$ cat src/rtl/top_level_reduction_pkg.sv
// Shared widths and types for the 5x5 Wallace multiplier block.
// Product width covers 31*31 = 961 without overflow.
package top_level_reduction_pkg;

   localparam int OP_W   = 5;
   localparam int PROD_W = 10;

   typedef logic [OP_W-1:0]   operand_t;
   typedef logic [PROD_W-1:0] product_t;

endpackage

$ cat src/rtl/full_adder.sv
// Single-bit full adder: purely combinational, zero latency.
// No handshake; output follows inputs.
module full_adder (
   input  logic a,
   input  logic b,
   input  logic cin,
   output logic sum,
   output logic cout
);

   assign sum  = a ^ b ^ cin;
   assign cout = (a & b) | (cin & (a ^ b));

endmodule

$ cat src/rtl/half_adder.sv
// Single-bit half adder: purely combinational, zero latency.
// No handshake; output follows inputs.
module half_adder (
   input  logic a,
   input  logic b,
   output logic sum,
   output logic cout
);

   assign sum  = a ^ b;
   assign cout = a & b;

endmodule

$ cat src/rtl/top_level_reduction_5x5.sv
// Registered 5x5 unsigned multiplier: Wallace reduction plus ripple CPA, P valid 1 cycle after A/B.
// No backpressure: a new operand pair is accepted every cycle.
module top_level_reduction_5x5
   import top_level_reduction_pkg::*;
(
   input  logic              clk,
   input  logic              rst,
   input  logic [OP_W-1:0]   A,
   input  logic [OP_W-1:0]   B,
   output logic [PROD_W-1:0] P
);

   // pp[i][j] carries weight 2^(i+j)
   logic [OP_W-1:0][OP_W-1:0] pp;

   for (genvar i = 0; i < OP_W; i++) begin : g_pp_row
      for (genvar j = 0; j < OP_W; j++) begin : g_pp_col
         assign pp[i][j] = A[j] & B[i];
      end
   end

   // Stage 1: heights 1,2,3,4,5,4,3,2,1 -> 1,2,1,3,4,3,2,3,1
   logic [0:0] s1_col0, s1_col2, s1_col8;
   logic [1:0] s1_col1, s1_col6;
   logic [2:0] s1_col3, s1_col5, s1_col7;
   logic [3:0] s1_col4;

   assign s1_col0[0]   = pp[0][0];
   assign s1_col1      = {pp[1][0], pp[0][1]};
   assign s1_col3[1]   = pp[3][0];
   assign s1_col4[2:1] = {pp[4][0], pp[3][1]};
   assign s1_col5[1]   = pp[4][1];
   assign s1_col7[2:1] = {pp[4][3], pp[3][4]};
   assign s1_col8[0]   = pp[4][4];

   full_adder u_s1_fa2 (.a(pp[0][2]), .b(pp[1][1]), .cin(pp[2][0]), .sum(s1_col2[0]), .cout(s1_col3[0]));
   full_adder u_s1_fa3 (.a(pp[0][3]), .b(pp[1][2]), .cin(pp[2][1]), .sum(s1_col3[2]), .cout(s1_col4[0]));
   full_adder u_s1_fa4 (.a(pp[0][4]), .b(pp[1][3]), .cin(pp[2][2]), .sum(s1_col4[3]), .cout(s1_col5[0]));
   full_adder u_s1_fa5 (.a(pp[1][4]), .b(pp[2][3]), .cin(pp[3][2]), .sum(s1_col5[2]), .cout(s1_col6[0]));
   full_adder u_s1_fa6 (.a(pp[2][4]), .b(pp[3][3]), .cin(pp[4][2]), .sum(s1_col6[1]), .cout(s1_col7[0]));

   // Stage 2: -> 1,2,1,1,3,2,3,1,2
   logic [0:0] s2_col0, s2_col2, s2_col3, s2_col7;
   logic [1:0] s2_col1, s2_col5, s2_col8;
   logic [2:0] s2_col4, s2_col6;

   assign s2_col0      = s1_col0;
   assign s2_col1      = s1_col1;
   assign s2_col2      = s1_col2;
   assign s2_col4[2]   = s1_col4[3];
   assign s2_col6[2:1] = s1_col6;
   assign s2_col8[1]   = s1_col8[0];

   full_adder u_s2_fa3 (.a(s1_col3[0]), .b(s1_col3[1]), .cin(s1_col3[2]), .sum(s2_col3[0]), .cout(s2_col4[0]));
   full_adder u_s2_fa4 (.a(s1_col4[0]), .b(s1_col4[1]), .cin(s1_col4[2]), .sum(s2_col4[1]), .cout(s2_col5[0]));
   full_adder u_s2_fa5 (.a(s1_col5[0]), .b(s1_col5[1]), .cin(s1_col5[2]), .sum(s2_col5[1]), .cout(s2_col6[0]));
   full_adder u_s2_fa7 (.a(s1_col7[0]), .b(s1_col7[1]), .cin(s1_col7[2]), .sum(s2_col7[0]), .cout(s2_col8[0]));

   // Stage 3: -> 1,2,1,1,1,2,2,2,2; the col5 pair needs a half adder because col4 sends it a carry
   logic [0:0] s3_col0, s3_col2, s3_col3, s3_col4;
   logic [1:0] s3_col1, s3_col5, s3_col6, s3_col7, s3_col8;

   assign s3_col0    = s2_col0;
   assign s3_col1    = s2_col1;
   assign s3_col2    = s2_col2;
   assign s3_col3    = s2_col3;
   assign s3_col7[1] = s2_col7[0];
   assign s3_col8    = s2_col8;

   full_adder u_s3_fa4 (.a(s2_col4[0]), .b(s2_col4[1]), .cin(s2_col4[2]), .sum(s3_col4[0]), .cout(s3_col5[0]));
   half_adder u_s3_ha5 (.a(s2_col5[0]), .b(s2_col5[1]), .sum(s3_col5[1]), .cout(s3_col6[0]));
   full_adder u_s3_fa6 (.a(s2_col6[0]), .b(s2_col6[1]), .cin(s2_col6[2]), .sum(s3_col6[1]), .cout(s3_col7[0]));

   // Final carry-propagate add of the two remaining rows
   product_t           row_a, row_b, cpa_sum, p_next;
   logic [PROD_W:0]    cpa_c;

   assign row_a = {1'b0, s3_col8[0], s3_col7[0], s3_col6[0], s3_col5[0],
                   s3_col4[0], s3_col3[0], s3_col2[0], s3_col1[0], s3_col0[0]};
   assign row_b = {1'b0, s3_col8[1], s3_col7[1], s3_col6[1], s3_col5[1],
                   3'b000, s3_col1[1], 1'b0};
   assign cpa_c[0] = 1'b0;

   for (genvar k = 0; k < PROD_W; k++) begin : g_cpa
      full_adder u_fa (.a(row_a[k]), .b(row_b[k]), .cin(cpa_c[k]), .sum(cpa_sum[k]), .cout(cpa_c[k+1]));
   end

   // Top carry is always 0 (961 < 1024); OR-ing it in keeps the net from dangling
   assign p_next = {cpa_sum[PROD_W-1] | cpa_c[PROD_W], cpa_sum[PROD_W-2:0]};

   always_ff @(posedge clk) begin
      if (rst) P <= '0;
      else     P <= p_next;
   end

endmodule

$ cat config.mk
export PLATFORM = sky130hd
export DESIGN_NAME = top_level_reduction_5x5
export DESIGN_NICKNAME = d
export VERILOG_FILES = /design/src/rtl/top_level_reduction_pkg.sv /design/src/rtl/full_adder.sv /design/src/rtl/half_adder.sv /design/src/rtl/top_level_reduction_5x5.sv
export SDC_FILE = /design/constraint.sdc
export NUM_CORES = 1
export LEC_CHECK = 0
export ABC_AREA = 1
export BUFFER_PORTS_ARGS = -buffer_cell sky130_fd_sc_hd__buf_2
export CORE_MARGIN = 5
export CORE_UTILIZATION = 35
export DETAILED_ROUTE_END_ITERATION = 16
export PLACE_DENSITY = 0.58
export SYNTH_ARGS = -nofsm -noshare
export SYNTH_HDL_FRONTEND = slang
export SYNTH_SLANG_ARGS = --single-unit
$ cat constraint.sdc
create_clock -name clk -period 9.6 [get_ports clk]
set_clock_uncertainty 0.05 [all_clocks]
set_input_delay 0.48 -clock clk [delete_from_list [all_inputs] [get_ports clk]]
set_output_delay 0.48 -clock clk [all_outputs]
set_load 0.01 [all_outputs]
Word level (Yosys, flattened, before mapping)
Cells that the tools add are included.
- bitwise operators: 110
- operators by type and width (kind ; number):
    $and A1 B1 Y1 ; 60
    $xor A1 B1 Y1 ; 35
    $or A1 B1 Y1 ; 15
- flip-flop bits (word level): 10
- input bits: 12
- output and inout bits: 10
- word-level logic and storage cells: 111

Depth between registers and ports, before layout
- word-level depth: 19
- gate-level depth with buffers: 14
- mapped depth without buffers: 14

By module
A second synthesis with hierarchy kept.
- cell total of the unflattened synthesis: 104
- area total of the unflattened synthesis: 910.9 µm²
- modules (own cells, without submodules) (module ; times used ; cells an instance ; area an instance (µm²) ; sequential area each (µm²)):
    top_level_reduction_5x5 ; 1 ; 82 ; 478.0 ; 200.2
    full_adder ; 21 ; 1 ; 20.0 ; 0.0
    half_adder ; 1 ; 1 ; 12.5 ; 0.0

Worst setup path before layout
Ideal clock, no wire load.
- path type: input -> register
- from: input B[0]
- to: register P[8]
- setup time: 64 ps
- arrival: 3978 ps
- required time: 9486 ps
- setup slack: 5508 ps
- stages on the path: 14
- buffers on the path: 0
- cells stage by stage: nand2_1 inv_1 fa_1 inv_1 fa_1 fa_1 inv_1 ha_1 fa_1 fa_1 fa_1 fa_1 inv_1 nor2_1
- word-level cells in the longest chain between the ends: 18
- elaborated cells between the ends (all ways): 63
- those cells by class: bitwise (63)
- ends and longest elaborated chain (what ; RTL line ; source):
    start: declaration ; top_level_reduction_5x5.sv:9 ; input logic [OP_W-1:0] B,
    $and A1 B1 Y1 ; top_level_reduction_5x5.sv:18 ; assign pp[i][j] = A[j] & B[i];
    $xor A1 B1 Y1 ; full_adder.sv:11, full_adder.sv:12 ;
    $and A1 B1 Y1 ; full_adder.sv:12 ; assign cout = (a & b) | (cin & (a ^ b));
    $or A1 B1 Y1 ; full_adder.sv:12 ;
    $xor A1 B1 Y1 ; full_adder.sv:11, full_adder.sv:12 ;
    $and A1 B1 Y1 ; full_adder.sv:12 ;
    $or A1 B1 Y1 ; full_adder.sv:12 ;
    $xor A1 B1 Y1 ; full_adder.sv:11, full_adder.sv:12 ;
    (+3 left out) ; - ;
    $and A1 B1 Y1 ; full_adder.sv:12 ;
    $or A1 B1 Y1 ; full_adder.sv:12 ;
    $and A1 B1 Y1 ; full_adder.sv:12 ;
    $or A1 B1 Y1 ; full_adder.sv:12 ;
    $and A1 B1 Y1 ; full_adder.sv:12 ;
    $or A1 B1 Y1 (*) ; full_adder.sv:12 ;
    $xor A1 B1 Y1 (*) ; full_adder.sv:11 ; assign sum = a ^ b ^ cin;
    net g_cpa[8].u_fa.sum ; full_adder.sv:7 ; output logic sum,
    end signal: assignment ; top_level_reduction_5x5.sv:93 ; else P <= p_next;
    end: declaration ; top_level_reduction_5x5.sv:10 ; output logic [PROD_W-1:0] P
Mark *: on every way through the listed nets, which the timed path passes. The rest lies on a longest branch.
A chain may end at the register's enable or synchronous reset.

Worst setup path after layout
- from: input A[3]
- to: register P[8]
- word-level cells in the longest chain between the ends: 17
- elaborated cells between the ends (all ways): 71
- those cells by class: bitwise (71)
- ends and longest elaborated chain (what ; RTL line ; source):
    start: declaration ; top_level_reduction_5x5.sv:8 ; input logic [OP_W-1:0] A,
    $and A1 B1 Y1 ; top_level_reduction_5x5.sv:18 ;
    $xor A1 B1 Y1 ; full_adder.sv:11, full_adder.sv:12 ;
    $and A1 B1 Y1 ; full_adder.sv:12 ;
    $or A1 B1 Y1 ; full_adder.sv:12 ;
    $xor A1 B1 Y1 ; full_adder.sv:11, full_adder.sv:12 ;
    $xor A1 B1 Y1 ; full_adder.sv:11 ;
    $xor A1 B1 Y1 ; full_adder.sv:11, full_adder.sv:12 ;
    $and A1 B1 Y1 ; full_adder.sv:12 ;
    (+2 left out) ; - ;
    $and A1 B1 Y1 ; full_adder.sv:12 ;
    $or A1 B1 Y1 ; full_adder.sv:12 ;
    $and A1 B1 Y1 ; full_adder.sv:12 ;
    $or A1 B1 Y1 ; full_adder.sv:12 ;
    $and A1 B1 Y1 ; full_adder.sv:12 ;
    $or A1 B1 Y1 ; full_adder.sv:12 ;
    $xor A1 B1 Y1 (*) ; full_adder.sv:11 ;
    net g_cpa[8].u_fa.sum ; full_adder.sv:7 ;
Marked as above.

==> insert_results.sql <==
INSERT INTO impl_metrics (metric_group, metric, value, unit) VALUES
('placement', 'post-place-ws', '5260', 'ps'),
('setup_path', 'critical_path.startpoint_type', 'input pin', ''),
('floorplan', 'std_cell_rows', '17', ''),
('placement', 'portBuffers', '21', ''),
('timing', 'timing.max_slew.rel_slack', '0.882', ''),
('setup_path', 'worstPathRequired', '9750', 'ps'),
('setup_path', 'crit_slowest_cell', 'sky130_fd_sc_hd__fa_1', ''),
('flow_run', 'drv.max_cap_violation_count', '0', ''),
('grt', 'global_route.peak_usage_layer', 'met2', ''),
('grt', 'grt_first_pass_wirelength', '2670', 'µm'),
('clocking', 'clkSlewWorstSetupHoldPaths', '60', 'ps'),
('grt', 'grt_use_met3', '0.0283', ''),
('layout', 'number_of_flip_flops_under_the_largest_register_name', '10', ''),
('placement', 'gpl.final_weighted_congestion', '0.790', ''),
('timing', 'setup_violations', '0', ''),
('timing', 'grt_setup_unrepaired', 'no', ''),
('placement', 'place.detailed.instances', '152', ''),
('logic_synthesis', 'yosysTopAreaCell', 'sky130_fd_sc_hd__fa_1', ''),
('layout', 'stdcell_count', '156', ''),
('grt', 'first_global_vias', '682', ''),
('setup_path', 'cp_common_cell', 'sky130_fd_sc_hd__fa_1', ''),
('outcome', 'run_status', 'completed', ''),
('clocking', 'post-cts-setup-buffers', '0', ''),
('logic_synthesis', 'post_synth_inst_count', '104', ''),
('floorplan', 'ioPinCount', '22', ''),
('setup_path', 'critPathKind', 'input pin to flip-flop', ''),
('hold_path', 'hold_path_startpoint', 'rst', ''),
('logic_synthesis', 'netlist_area', '851', 'µm²'),
('timing', 'setup-tns-final', '0', 'ps'),
('logic_synthesis', 'yosys_register_bits', '10', ''),
('clocking', 'cts_resized', '0', ''),
('grt', 'gr-total-overflow', '0', ''),
('power_and_ir_drop', 'vdd_drop_max', '0.0000702', 'V'),
('hold_path', 'whs_path_depth', '2', ''),
('layout', 'design.final.nets', '161', ''),
('layout', 'reg_top3', 'P x10', ''),
('grt', 'antenna_found_initial', '0', ''),
('logic_synthesis', 'number_of_warnings_printed_during_yosys_synthesis', '0', ''),
('logic_synthesis', 'netlist_top_cells_area', 'sky130_fd_sc_hd__fa_1 35%, sky130_fd_sc_hd__dfxtp_1 24%, sky130_fd_sc_hd__inv_1 17%', ''),
('logic_synthesis', 'synthFlopType', 'sky130_fd_sc_hd__dfxtp_1', ''),
('timing', 'final.period_utilization', '0.423', ''),
('clocking', 'tritoncts_buffer_count', '3', ''),
('layout', 'largest_register', 'P', ''),
('placement', 'place_hpwl', '1270', 'µm'),
('grt', 'globalRouteTotalUtil', '0.0992', ''),
('logic_synthesis', 'post_synth_num_cell_types', '8', ''),
('clocking', 'cts_buffer_depth', '2', ''),
('timing', 'highest_achievable_clock_rate', '246', 'MHz'),
('layout', 'num_antenna_cells', '0', ''),
('setup_path', 'cpLargestDelayFamily', 'adder cells', ''),
('hold_path', 'hold_end', 'P[0]', ''),
('layout', 'layout-drive-gt1-share', '0.203', ''),
('setup_path', 'worst-endpoint-arrival', '4210', 'ps'),
('clocking', 'clockRootBuffer', 'sky130_fd_sc_hd__clkbuf_4', ''),
('setup_path', 'crit_path_end_kind', 'flip-flop', ''),
('timing', 'max_slew.worst_pin.slew', '177', 'ps'),
('logic_synthesis', 'postSynthNetCount', '136', ''),
('layout', 'multiInputGateArea', '497', 'µm²'),
('floorplan', 'die_width', '59.3', 'µm'),
('drt', 'route.detailed.vias_per_inst', '4.09', ''),
('logic_synthesis', 'sequential_area_share_after_synthesis', '0.235', ''),
('floorplan', 'design.core.area', '2280', 'µm²'),
('drt', 'first_iter_violations', '7', ''),
('logic_synthesis', 'yosysTopAreaCellShare', '0.353', ''),
('power_and_ir_drop', 'static-leakage-power', '0.659', 'nW'),
('timing', 'final.min_clock_period', '4060', 'ps'),
('setup_path', 'critical_path.cell_chain', 'buf_2, nand2_1, inv_1, fa_1, inv_1, fa_1, fa_1, inv_1, ha_1, fa_1, fa_1, fa_1, fa_1, inv_1, nor2_1', ''),
('timing', 'worst_slack', '5540', 'ps'),
('setup_path', 'timing.critical_path.buf_inv', '5', ''),
('grt', 'grtUsageMet2', '0.178', ''),
('setup_path', 'cp_slowest_stage_delay', '540', 'ps');
layer usage:
layer | routed length, µm | up-vias
met1 | 571 | 295
met4 | 19 | 0
met2 | 744 | 14
met3 | 79 | 2
met5 | 0 | -
li1 | - | 327
logic make-up after synthesis:
kind of cell / after synthesis / share of synthesized area
buffers and inverters: 39 / 0.181
and+or+nand+nor: 35 / 0.157
adders and majority gates: 20 / 0.426
DFF: 10 / 0.235
stage by stage:
step | hold WS (ps) | utilization | instance area (µm²)
detailed placement | 735 | 0.430 | 980
finish | 455 | 0.446 | 1020
global placement | 732 | 0.430 | 980
floorplan | 558 | - | 851
global route | 454 | 0.446 | 1020
CTS | 454 | 0.446 | 1020
report_power, final:
group,total [mW],internal [mW],switching (mW),leakage (nW)
Combinational,0.0524,0.0219,0.0305,0.555
Clock,0.0371,0.0230,0.0141,0.0210
Sequential,0.0499,0.0487,0.00120,0.0828
Total,0.139,0.0936,0.0459,0.659
layout make-up:
cell class              count  share of cell area
clock buffers               4              0.0357
inverters                  38               0.140
multi-input cells          55               0.489
flip-flops and latches     10               0.197
well taps                  28              0.0345
repair buffers             21               0.103
worst max-delay path by stage:
stage,depth (start not counted),end
floorplan,14,P[8]
global placement,15,P[8]
detailed placement,15,P[8]
CTS,15,P[8]
global route,15,P[8]
finish,15,P[8]
cells in the final DEF (no fill, tap or decap):
cell type and count:
sky130_fd_sc_hd__buf_2 21, sky130_fd_sc_hd__clkbuf_4 3, sky130_fd_sc_hd__clkbuf_8 1, sky130_fd_sc_hd__dfxtp_1 10, sky130_fd_sc_hd__fa_1 15, sky130_fd_sc_hd__ha_1 5, sky130_fd_sc_hd__inv_1 38, sky130_fd_sc_hd__nand2_1 25
sky130_fd_sc_hd__nor2_1 9, sky130_fd_sc_hd__nor2_2 1
(Power assumes the default switching activity.)
